[src/rtl/pipe_stall_ctrl.sv]
// Stall/flush sequencer for the 5-stage RV32I pipeline: prioritises memory wait,
// multicycle execute, branch flush and load-use into one set of stage controls.
module pipe_stall_ctrl #(
  parameter int MEM_WAIT_MAX = 16
) (
  input  logic        CLK,
  input  logic        RSTn,
  input  logic        ID_EX_MemRead,
  input  logic [4:0]  ID_EX_RD,
  input  logic [4:0]  IF_ID_RS1,
  input  logic [4:0]  IF_ID_RS2,
  input  logic [6:0]  OP,
  input  logic        BrFlush,
  input  logic        ExBusy,
  input  logic        DMemReq,
  input  logic        DMemReady,
  output logic        PCWrite,
  output logic        IF_ID_Write,
  output logic        IF_ID_Flush,
  output logic        ID_EX_Write,
  output logic        ID_EX_CtrlSrc,
  output logic        EX_MEM_Write,
  output logic        EX_MEM_Valid,
  output logic        MEM_WB_Valid,
  output logic [1:0]  CtrlState,
  output logic        MemTimeout,
  output logic [15:0] StallCnt,
  output logic [15:0] FlushCnt
);
  localparam int CW = $clog2(MEM_WAIT_MAX + 1);

  typedef enum logic [1:0] {RUN = 2'd0, MEM_WAIT = 2'd1, EX_WAIT = 2'd2, HALT = 2'd3} state_t;

  typedef struct packed {
    logic pc, ifid_w, ifid_fl, idex_w, idex_src, exmem_w, exmem_v, memwb_v;
  } ctl_t;

  state_t          state, state_nxt;
  ctl_t            ctl;
  logic [CW-1:0]   wcnt;
  logic            use1, use2, lu, memstall, timeout;

  // Which source operands the ID instruction actually reads.
  always_comb begin
    use1 = 1'b0;
    use2 = 1'b0;
    case (OP)
      7'b1100011, 7'b0100011, 7'b0110011: begin use1 = 1'b1; use2 = 1'b1; end
      7'b1100111, 7'b0000011, 7'b0010011: use1 = 1'b1;
      default: ;
    endcase
  end

  assign lu = ID_EX_MemRead && (ID_EX_RD != 5'd0) &&
              ((use1 && ID_EX_RD == IF_ID_RS1) || (use2 && ID_EX_RD == IF_ID_RS2));
  assign memstall = DMemReq && !DMemReady;
  assign timeout  = (state != HALT) && memstall && (wcnt == CW'(MEM_WAIT_MAX - 1));

  always_comb begin
    ctl = '{pc: 1'b1, ifid_w: 1'b1, ifid_fl: 1'b0, idex_w: 1'b1, idex_src: 1'b1,
            exmem_w: 1'b1, exmem_v: 1'b1, memwb_v: 1'b1};
    if (!RSTn || state == HALT) begin
      ctl = '0;
    end else if (memstall) begin
      ctl.pc = 1'b0; ctl.ifid_w = 1'b0; ctl.idex_w = 1'b0; ctl.exmem_w = 1'b0;
      ctl.memwb_v = 1'b0;
    end else if (ExBusy) begin
      // EX keeps its op; downstream drains with a bubble behind it.
      ctl.pc = 1'b0; ctl.ifid_w = 1'b0; ctl.idex_w = 1'b0; ctl.exmem_v = 1'b0;
    end else if (BrFlush) begin
      ctl.ifid_fl = 1'b1; ctl.idex_src = 1'b0;
    end else if (lu) begin
      ctl.pc = 1'b0; ctl.ifid_w = 1'b0; ctl.idex_src = 1'b0;
    end
  end

  assign PCWrite       = ctl.pc;
  assign IF_ID_Write   = ctl.ifid_w;
  assign IF_ID_Flush   = ctl.ifid_fl;
  assign ID_EX_Write   = ctl.idex_w;
  assign ID_EX_CtrlSrc = ctl.idex_src;
  assign EX_MEM_Write  = ctl.exmem_w;
  assign EX_MEM_Valid  = ctl.exmem_v;
  assign MEM_WB_Valid  = ctl.memwb_v;
  assign CtrlState     = state;

  always_comb begin
    state_nxt = RUN;
    if (state == HALT || timeout) state_nxt = HALT;
    else if (memstall)            state_nxt = MEM_WAIT;
    else if (ExBusy)              state_nxt = EX_WAIT;
  end

  always_ff @(posedge CLK or negedge RSTn) begin
    if (!RSTn) begin
      state      <= RUN;
      wcnt       <= '0;
      MemTimeout <= 1'b0;
      StallCnt   <= '0;
      FlushCnt   <= '0;
    end else begin
      state <= state_nxt;
      if (!memstall)             wcnt <= '0;
      else if (state != HALT)    wcnt <= wcnt + 1'b1;
      if (timeout)               MemTimeout <= 1'b1;
      if (state != HALT && !ctl.pc && StallCnt != 16'hFFFF) StallCnt <= StallCnt + 1'b1;
      if (ctl.ifid_fl && FlushCnt != 16'hFFFF)              FlushCnt <= FlushCnt + 1'b1;
    end
  end
endmodule

[config.mk]
export PLATFORM = sky130hd
export DESIGN_NAME = pipe_stall_ctrl
export DESIGN_NICKNAME = d
export VERILOG_FILES = /design/src/rtl/pipe_stall_ctrl.sv
export SDC_FILE = /design/constraint.sdc
export NUM_CORES = 1
export LEC_CHECK = 0
export CAP_MARGIN = 20
export CORE_MARGIN = 1
export CORE_UTILIZATION = 45
export CTS_CLUSTER_DIAMETER = 150
export DETAILED_ROUTE_END_ITERATION = 16
export PLACE_DENSITY = 0.78
export SKIP_LAST_GASP = 1
export SLEW_MARGIN = 10
export SYNTH_ARGS = -nofsm -noshare
export SYNTH_HDL_FRONTEND = slang
export SYNTH_SLANG_ARGS = --single-unit
[constraint.sdc]
create_clock -name CLK -period 4.1 [get_ports CLK]
set_clock_uncertainty 0.1 [all_clocks]
set_input_delay 1.23 -clock CLK [delete_from_list [all_inputs] [get_ports CLK]]
set_output_delay 1.23 -clock CLK [all_outputs]
set_load 0.01 [all_outputs]
[Word-level counts from Yosys, hierarchy flattened]
Cells that the tools add are included.
Word-level totals
  output and inout bits: 43
  logic and storage cells: 64
  flip-flop bits (word level): 40
Cells by class
  equality and inequality tests: 14
  muxes and demuxes: 23
  $add $sub $neg: 3
  reduce and logical (&&, ||, !) cells: 19
Operators by type and width (number)
  $add 16x1->16 const B: 2
  $ne 16x16->1 const B: 2
  $eq 7x6->1 const B: 2
  $eq 7x7->1 const B: 2
  $mux 2: 7
  $mux 1: 13
  $eq 5x5->1: 2
  $logic_and 1x1->1: 10
  $mux 5: 2
  $mux 8: 1
  $eq 7x2->1 const B: 1
  $eq 7x5->1 const B: 1
  $reduce_or 6->1: 1
  $add 5x1->5 const B: 1
  $eq 5x4->1 const B: 1
  $reduce_bool 5->1: 1
  $logic_not 1->1: 3
  $logic_or 1x1->1: 3
  $reduce_or 3->1: 1
  $eq 2x2->1 const B: 1
  $ne 2x1->1 const B: 1
  $ne 2x2->1 const B: 1

[Logic depth before layout (Yosys ltp)]
  depth after elaboration: 14
  mapped depth: 7
  gate-level depth less buffers: 7

[Least setup slack after synthesis]
OpenSTA, ideal clock, no wires.
  kind: input port to output port
  start point: input port ID_EX_RD[1]
  end point: output port PCWrite
  stages: 5
  path buffers: 2
  setup slack: 0.249 ns
  arrival: 2.521 ns
  cells stage by stage: or4_1 > o21ai_1 > o31a_1 > buf_2 > buf_4
Between the ends
  cells in the longest elaborated chain, start to end: 9
RTL lines
  start, declared: line 9  | input logic [4:0] ID_EX_RD,
  $eq 5x5->1: line 55  | ((use1 && ID_EX_RD == IF_ID_RS1) || (use2 && ID_EX_RD == IF_ID_RS2));
  $logic_and 1x1->1: line 55
  $logic_or 1x1->1: line 55
  $logic_and 1x1->1 *: line 54  | assign lu = ID_EX_MemRead && (ID_EX_RD != 5'd0) &&
  $mux 2 *: line 72  | end else if (lu) begin
  $mux 2 *: line 70  | end else if (BrFlush) begin
  $mux 2 *: line 67  | end else if (ExBusy) begin
  $mux 2 *: line 64  | end else if (memstall) begin
  $mux 8 *: line 62  | if (!RSTn || state == HALT) begin
  end, declared: line 17  | output logic PCWrite,
Mark *: on every way between the ends. The rest lies on a longest branch, timed or not.

[Worst setup path after layout]
  start point: input port ID_EX_RD[4]
  end point: output port IF_ID_Write
Between the ends
  cells in the longest elaborated chain, start to end: 9
RTL lines
  $eq 5x5->1: line 55
  $logic_and 1x1->1: line 55
  $logic_or 1x1->1: line 55
  $logic_and 1x1->1 *: line 54
  $mux 2 *: line 72
  $mux 2 *: line 70
  $mux 2 *: line 67
  $mux 2 *: line 64
  $mux 8 *: line 62
  end, declared: line 18  | output logic IF_ID_Write,
Marks and branches as above.

==> results.yml <==
placed_design:
  dp_hpwl_um: 3670
  gp_congestion: 0.776
  placedCellCount: 333
  io_buffers: 71
grt:
  met1_usage_pct: 26.6
  track_usage_pct: 20.9
  grt_pass1_wl_um: 8200
  overflow: 0
  grt_util_met3_pct: 5.05
  busiest_layer: "met2"
  antenna_found_initial: 0
  grt_pass1_vias: 1762
  grt_max_degree: 41
  grt.met2_usage_pct: 35.0
timing:
  fin_crit_sh_pct: 99.1
  slew_headroom_pct: 64.1
  setup-violations-final: 0
  fin_tns_setup_ns: 0
  min_period_ns: 4.06
  clock.fmax_ghz: 0.246
  finalHoldViolations: 0
  drv_slew: 0
  max_slew.worst_pin.slew_ns: 0.538
synth:
  ys_seq_elements: 40
  yosys-top-cells-count: "40 x dfrtp_1, 31 x xor2_1, 17 x nand2_1, 15 x nand3_1, 14 x nor2_1"
  synth_flop_cell: "dfrtp_1"
  synthCells: 206
  synth_top_area_share_pct: 47.5
  syn_area_sq_um: 2110
  synth_edf_count: 0
  synth_area_leaders: "dfrtp_1 48%, xor2_1 13%, xnor2_1 3.7%"
  synth_area_leader_cell: "dfrtp_1"
  avgSynthCellArea_sq_um: 10.2
  synth_cell_types: 43
  synth.most_common_cell: "dfrtp_1"
  seq_area_frac_synth_pct: 47.5
  synth_nets: 239
  ys_async_sr_fraction_pct: 100
  ys_warn_count: 0
cells_and_area:
  fin_nets: 322
  area_growth_pct: 44.9
  diodes: 0
  n_fill_cell: 351
  finalNonFillerCells: 342
  drive_gt1_share_pct: 12.8
detailed_routing:
  routedWlPerCell_um: 14.2
  viasPerCell: 5.25
  num_vias: 1796
  drc: 0
  drt_iter0_drc: 96
  wl_um: 4870
  drtAntennaViolNets: 0
  drtPass1Iterations: 4
floorplan:
  die-area_sq_um: 4960
  io_pins: 72
  die_h_um: 70.4
  core-area_sq_um: 4410
  start_util_pct: 47.7
  rows: 24
  die_x_um: 70.4
power_and_ir_drop:
  sequentialPowerShare_pct: 54.5
  pwr-share-clk_pct: 34.2
  switching_share_pct: 24.4
  internal_power_mw: 0.568
  p_sw_mw: 0.183
  combPwrFrac_pct: 11.3
  peakVddDrop_uv: 195
  powerDensity_nw_per_um2: 246
  p_leak_nw: 1.38
critical_path:
  crit_family: "buffers and inverters"
  max_stage_delay_ns: 0.33
  critical_path.startpoint: "ID_EX_RD[4]"
  cp.arrival_ns: 2.73
  r2r-end: "FlushCnt[10]"
  worstSetupEndpoint: "IF_ID_Write"
  crit_fanout: 3
  criticalPathCategory: "in -> out"
  cp_num_buf_inv: 3
  reg2reg_slack_ns: 1.75
  worstPathCellList: "dlygate4sd2_1 > xor2_1 > nor4_2 > a22oi_2 > buf_4 > o31a_1 > buf_2"
  critical-path-slowest-cell: "nor4_2"
  startpoint_type: "primary input"
  cp_num_cells: 7
  r2r_start: "CtrlState[0]"
  reg2reg_depth: 6
  cp-end-kind: "output port"
  crit_required_ns: 2.77
clock_tree:
  clock_sink_count: 40
  htree_levels: 2
  cts_buffers: 5
  clk-insertion-delay-late_ns: 0.29
  clkTransAtPathRegs_ns: 0.08
  clockBufferDepth: 2
  root_buffer: "clkbuf_8"
  cts_tree: "yes"
min_path:
  hp-class: "reg -> reg"
flow_run:
  maxCapViolCount: 0
run_status:
  status: "finished clean"
==> what timing repair did <==
action,4_1_cts,5_1_grt
setup buffers,0,1
endpoints found under the setup margin,4,3
hold buffers,0,0
resized for setup,16,15
pin swaps,5,7
==> how the worst min path moves through the flow <==
stage	start	end	slack, ns	depth (start not counted)
after floorplan	wcnt[3]	wcnt[3]	0.40	2
after global placement	MemTimeout	MemTimeout	0.36	1
after detailed placement	FlushCnt[12]	FlushCnt[12]	0.38	1
after CTS	FlushCnt[12]	FlushCnt[12]	0.39	1
after global routing	FlushCnt[6]	FlushCnt[6]	0.41	1
final	StallCnt[10]	StallCnt[10]	0.39	1
==> layout by cell type, fill, tap and decap left out, types with 3 or more instances in the layout <==
cell / synthesis / final
clkdlybuf4s50_1: 0 / 53
dfrtp_1: 40 / 40
xor2_1: 31 / 31
nand2_1: 17 / 17
nand3_1: 15 / 15
nor2_1: 14 / 14
buf_4: 2 / 13
nor3_1: 10 / 10
xnor2_1: 9 / 9
dlymetal6s2s_1: 0 / 8
a21oi_1: 7 / 6
nand4_1: 6 / 6
dlygate4sd2_1: 0 / 6
clkbuf_8: 0 / 5
and3_1: 4 / 4
ha_1: 4 / 4
inv_1: 3 / 3
nor4_2: 1 / 3
buf_2: 1 / 3
==> flip-flops by register name, indices dropped and copies added (netlist names) <==
signal	count
CtrlState	2
FlushCnt	16
MemTimeout	1
StallCnt	16
wcnt	5
==> power by group through the flow <==
stage | sequential (mW) | combinational, mW | clock (mW)
2_1_floorplan | 0.419 | 0.0201 | 0
3_3_place_gp | 0.417 | 0.0828 | 0
3_5_place_dp | 0.417 | 0.0840 | 0
4_1_cts | 0.410 | 0.0829 | 0.263
5_1_grt | 0.411 | 0.0940 | 0.285
6_report | 0.409 | 0.0849 | 0.257
==> metrics by stage <==
step / hold slack [ns] / setup WS (ns) / instance area (sq um) / utilization, % / power [mW]
CTS: 0.392 / -0.137 / 3000 / 68.0 / 0.755
global placement: 0.358 / -0.428 / 2930 / 66.3 / 0.500
detailed placement: 0.377 / -0.467 / 2930 / 66.3 / 0.501
global route: 0.414 / -0.0444 / 3050 / 69.1 / 0.789
finish: 0.388 / 0.0378 / 3050 / 69.1 / 0.751
floorplan: 0.397 / 0.249 / 2110 / - / 0.439
==> cells by family (layout without fill, tap and decap cells) <==
| family | after synthesis | after routing | share of synthesized area (%) |
|---|---|---|---|
| simple gates | 87 | 87 | 22.1 |
| xor+xnor | 41 | 41 | 17.4 |
| flops | 40 | 40 | 47.5 |
| compound gates | 20 | 20 | 6.60 |
| buf+inv | 11 | 95 | 2.38 |
| fa+ha+maj | 4 | 4 | 2.38 |
| mux | 3 | 3 | 1.60 |
==> final cells by class <==
cell class	count	area (sq um)	share of cell area, %
clock buffer	5	68.8	2.26
clock inverter	3	18.8	0.615
inverter	3	11.3	0.369
multi-input combinational	155	1080	35.6
sequential	40	1000	32.8
tap	52	65.1	2.13
timing repair buffer	84	801	26.3
==> metal layers <==
metal  routed length (um)  vias to the layer above
li1                     -                      894
met1                 2130                      854
met2                 2520                       42
met3                  161                        6
met4                   63                        0
met5                    0                        -
Note: power is estimated with default switching activity, not from simulation.
